`config.mk`:
```
export PLATFORM = sky130hd
export DESIGN_NAME = conv_bin_bcd
export DESIGN_NICKNAME = d
export VERILOG_FILES = /design/src/rtl/conv_bin_bcd_pkg.sv /design/src/rtl/conv_bin_bcd_ajuste_add3.sv /design/src/rtl/conv_bin_bcd.sv
export SDC_FILE = /design/constraint.sdc
export NUM_CORES = 1
export LEC_CHECK = 0
export BUFFER_PORTS_ARGS = -buffer_cell sky130_fd_sc_hd__buf_2
export CAP_MARGIN = 20
export CORE_UTILIZATION = 45
export CTS_CLUSTER_SIZE = 20
export DETAILED_ROUTE_END_ITERATION = 8
export HOLD_SLACK_MARGIN = 0.1
export PLACE_DENSITY = 0.62
export SYNTH_ARGS = -nofsm -noshare
export SYNTH_HDL_FRONTEND = slang
export SYNTH_HIERARCHICAL = 1
export SYNTH_SLANG_ARGS = --single-unit
```
`constraint.sdc`:
```
create_clock -name clk -period 4.3 [get_ports clk]
set_clock_uncertainty 0.2 [all_clocks]
set_input_delay 0.43 -clock clk [delete_from_list [all_inputs] [get_ports clk]]
set_output_delay 0.43 -clock clk [all_outputs]
set_load 0.01 [all_outputs]
```
`src/rtl/conv_bin_bcd_pkg.sv`:
```
// Shared definitions for the binary-to-BCD display path: digit width, blank code
// understood by the cb7s decoders, and the converter FSM encoding.
package conv_bin_bcd_pkg;

    localparam int         DIGIT_W    = 4;
    localparam logic [3:0] BLANK_CODE = 4'd10;

    typedef logic [1:0] estado_t;

    localparam estado_t IDLE   = 2'd0;
    localparam estado_t SHIFT  = 2'd1;
    localparam estado_t FINISH = 2'd2;

endpackage

```
`src/rtl/conv_bin_bcd_ajuste_add3.sv`:
```
// Double-dabble digit correction: a BCD digit of 5 or more gets 3 added so that
// the following left shift carries correctly into the next decade.
module ajuste_add3
    import conv_bin_bcd_pkg::*;
(
    input  logic [DIGIT_W-1:0] digito,
    output logic [DIGIT_W-1:0] ajustado
);

    always_comb begin
        ajustado = digito;
        if (digito >= 4'd5) begin
            ajustado = digito + 4'd3;
        end
    end

endmodule

```
`src/rtl/conv_bin_bcd.sv`:
```
// Sequential binary-to-BCD converter for the cb7s displays: one shift per cycle,
// digits registered and only updated once a conversion has fully completed.
module conv_bin_bcd
    import conv_bin_bcd_pkg::*;
#(
    parameter int WIDTH  = 10,
    parameter int DIGITS = 4
)
(
    input  logic                        clk,
    input  logic                        reset,
    input  logic                        start,
    input  logic [WIDTH-1:0]            valor,
    input  logic                        blank_zeros,
    output logic [DIGIT_W*DIGITS-1:0]   digitos,
    output logic                        busy,
    output logic                        pronto
);

    localparam int ACC_W = DIGIT_W * DIGITS;
    localparam int CNT_W = $clog2(WIDTH + 1);
    localparam logic [CNT_W-1:0] ULTIMO = CNT_W'(WIDTH - 1);

    if (2**WIDTH - 1 >= 10**DIGITS) begin : g_chk_digits
        $error("conv_bin_bcd: DIGITS too small for WIDTH");
    end

    estado_t           estado;
    logic [WIDTH-1:0]  shreg;
    logic [ACC_W-1:0]  acc;
    logic [ACC_W-1:0]  acc_aj;
    logic [ACC_W-1:0]  acc_blk;
    logic [CNT_W-1:0]  cnt;
    logic              blank_lat;
    logic              lead;

    for (genvar g = 0; g < DIGITS; g++) begin : g_aj
        ajuste_add3 u_aj (
            .digito   (acc[g*DIGIT_W +: DIGIT_W]),
            .ajustado (acc_aj[g*DIGIT_W +: DIGIT_W])
        );
    end

    // Leading-zero blanking, MSD downwards; digit 0 always shown.
    always_comb begin
        acc_blk = acc;
        lead    = blank_lat;
        for (int unsigned i = DIGITS - 1; i >= 1; i--) begin
            if (lead && acc[i*DIGIT_W +: DIGIT_W] == 4'd0) begin
                acc_blk[i*DIGIT_W +: DIGIT_W] = BLANK_CODE;
            end else begin
                lead = 1'b0;
            end
        end
    end

    always_ff @(posedge clk) begin
        if (reset) begin
            estado    <= IDLE;
            digitos   <= {DIGITS{BLANK_CODE}};
            pronto    <= 1'b0;
            shreg     <= '0;
            acc       <= '0;
            cnt       <= '0;
            blank_lat <= 1'b0;
        end else begin
            pronto <= 1'b0;
            case (estado)
                IDLE: begin
                    if (start) begin
                        shreg     <= valor;
                        acc       <= '0;
                        cnt       <= '0;
                        blank_lat <= blank_zeros;
                        estado    <= SHIFT;
                    end
                end
                SHIFT: begin
                    {acc, shreg} <= {acc_aj, shreg} << 1;
                    cnt          <= cnt + 1'b1;
                    if (cnt == ULTIMO) begin
                        estado <= FINISH;
                    end
                end
                FINISH: begin
                    digitos <= acc_blk;
                    pronto  <= 1'b1;
                    estado  <= IDLE;
                end
                default: estado <= IDLE;
            endcase
        end
    end

    assign busy = (estado != IDLE);

endmodule
```
==> results.txt <==
The data required time at the worst endpoint came out at ~4300 ps. The clock period minus worst slack came out at roughly 2100 ps. The number of hold-repair buffers added at the cts stage came out at 0. For hold timing, the worst endpoint is blank_lat$_SDFFE_PP0P_. The number of antenna diodes in the final layout is 0. The total congestion overflow came out at 0.

Counting every net in the synthesized netlist gives 303. The worst setup path is launched from a register. The total of cells resized after clock tree synthesis is 0. The die area came out at 5700 µm². The per-cell routed wire length came out at 12.37 µm. The half-perimeter wire length after placement is 3.080 mm.

The setup check on the worst reg-to-reg path leaves a slack of about 2200 ps. The post-route clock period utilization came out at 0.4839. Across the run, the number of max-cap violations was 0. The pre-antenna-repair detailed-routing pass consisted of 4 iterations.

In this run the critical register-to-register path is captured at digitos[5]$_SDFFE_PP1P_. The number of routed nets with antenna violations came out at 0. The kind of cell with the highest combined delay along the critical path is flip-flops. In the final layout, the multi-input gates occupy 1300 µm². TritonCTS built the clock tree. Dividing the detail-routed via count by the number of cells gives between 5 and 6. The initial utilization of the core area, before any placement, comes to 0.4730. The number of H-tree branching levels came out at 2.

The initial antenna violation count came out at 0. The maximum clock rate is 480.6 MHz. The final weighted congestion of routability-driven global placement is about 0.79. The library cell contributing the largest single delay on the critical path is sky130_fd_sc_hd__dfxtp_1. The critical path capture point type is a register. The final layout contains 326 nets.

The met1 global-route usage came out at 0.2348. The total routed wirelength came out at 4.600 mm. The number of endpoints with negative hold slack in the final report came out at 0. Pin placement for this block handled 32 I/O pins. The number of global-route vias before repair came to 1,652. The number of placement rows is 26.

The maximum fanout count along the critical path came out at 19. The class of the most critical setup path is reg -> reg. For the worst setup path, the data arrival time is 2060 ps. The number of buffers and inverters on the critical path came out at 0. The gate count after technology mapping came out at 279. Leaving out fill and tap cells, the most frequent cells in the layout are 50 x sky130_fd_sc_hd__dfxtp_1, 36 x sky130_fd_sc_hd__nand2_1, 31 x sky130_fd_sc_hd__buf_2.

The origin of the worst setup path is estado[1]$_SDFFE_PP0P_. Clock tree synthesis selected as its root buffer the cell sky130_fd_sc_hd__clkbuf_8. The transition time at the pin with the least slew margin is 745.4 ps.

The sum of negative setup slack came out at 0 ps. The number of failing setup endpoints in the final timing report is 0. In this run the power density over the cells is 324.2 nW/µm². Detailed routing inserted a total of roughly 1,900 vias. The buffer depth of the longest clock path is 2. The startpoint identified for the worst register-to-register timing path is estado[1]$_SDFFE_PP0P_. In the global route stage, overall resource usage came out at 0.1722. The floorplan step set the die width to 75.50 µm.

For met3 alone, demand over resource in global routing was 0.04101. Walking the worst path, the cells encountered are nor2b_1 > mux2_1 > a2bb2oi_1. In the final layout, flip-flops and latches occupy 1001 µm². The clock sink count is 50. The DRC violation total after the first TritonRoute iteration is 93. The fraction of final layout cells sized beyond drive strength 1 is 0.1656. The met2 usage in global routing is 0.2728.

The number of max-slew violations in the final report came out at 0. The cell area after synthesis is 2431 µm². The static leakage power came out at between 0.001 and 0.0015 µW. The first global-routing pass estimated 7.479 mm of wire. The per-instance average area after synthesis is a little under 9 µm². On the final layout, the worst hold slack is about 170 ps.

The worst hold path begins at blank_zeros. The number of clock buffers added by TritonCTS is 5. Entering global routing, the biggest net connects 40 pins.

The count of synthesis-stage warnings from yosys is 6. The number of cells traversed by the worst hold path is 3. The tightest min-delay check is of the in -> reg type. The depth of the most critical reg-to-reg path is 3. The die is approximately 76 µm tall.

In this run the tool buffered the top-level ports with 31 buffer cells. The worst pin sits at a relative slew slack of 0.5024. After global routing, the most crowded layer is met2. Clock-pin slew was measured on the worst setup and hold paths at 90 ps. The most common cell after layout, fill and taps aside is sky130_fd_sc_hd__dfxtp_1. The number of inserted filler cells in the final layout came out at between 500 and 600. Setup repair after global routing left no endpoint under its margin.

From synthesis to final layout, the design area changed by 11.43%. The largest single stage delay on the critical path is 690 ps. The maximum vdd drop came out at 0.1824 mV. The post-CTS repair timing setup buffer count came out at 0. The clock reaches the later pin of the worst-skew pair after 300 ps.

The critical path depth in cells is 3. The core box area came out at around 5100 µm². In the routed design, unresolved DRC markers number 0.

The flow ran to the end, and the final reports show no timing, DRC or antenna violations.
[metal layers]
| metal | routed length, µm | part of all wire |
|---|---|---|
| met1 | 2405 | 0.52 |
| met2 | 1962 | 0.43 |
| met3 | 195 | 0.042 |
| met4 | 36 | 0.0078 |
| met5 | 0 | 0 |
[worst register-to-register path: cells and delay by family, from the launching register on]
| kind | cells | cell delay, ps |
|---|---|---|
| DFF | 1 | 690 |
| muxes | 1 | 380 |
| AOI/OAI and AO/OA | 1 | 130 |
| and+or+nand+nor | 1 | 560 |
[sequential cells by signal, indices dropped and copies added (netlist names)]
name       count
shreg         10
digitos       16
acc           16
estado         2
cnt            4
pronto         1
blank_lat      1
[area by class of cell]
class / count / area share
inverters: 12 / 0.01663
clock buffers: 6 / 0.03048
well taps: 70 / 0.03233
flip-flops and latches: 50 / 0.3695
multi-input cells: 201 / 0.4799
clock inverters: 1 / 0.01109
repair buffers: 32 / 0.06005
[where the power goes]
| group | switching [µW] | internal [µW] |
|---|---|---|
| Sequential | 9.72 | 473 |
| Combinational | 31.7 | 27.6 |
| Clock | 149 | 186 |
| Total | 191 | 687 |
[worst max-delay path by stage]
stage                                    to  slack [ps]
floorplan                              busy        2760
global placement    digitos[9]$_SDFFE_PP1P_        2210
detailed placement  digitos[5]$_SDFFE_PP1P_        2230
CTS                 digitos[5]$_SDFFE_PP1P_        2200
global route        digitos[7]$_SDFFE_PP1P_        2040
finish              digitos[5]$_SDFFE_PP1P_        2220
[through the flow]
| step | power (µW) | utilization | setup slack (ps) | cell area [µm²] | std cells |
|---|---|---|---|---|---|
| after floorplan | 539.7 | - | 2756 | 2431 | 279 |
| after global placement | 553.8 | 0.5051 | 2210 | 2596 | 365 |
| after detailed placement | 554.1 | 0.5051 | 2230 | 2596 | 365 |
| after CTS | 886.3 | 0.5270 | 2199 | 2709 | 372 |
| after global routing | 914.9 | 0.5270 | 2043 | 2709 | 372 |
| final | 878.1 | 0.5270 | 2219 | 2709 | 372 |
No activity file was read; power rests on OpenSTA's default activity.
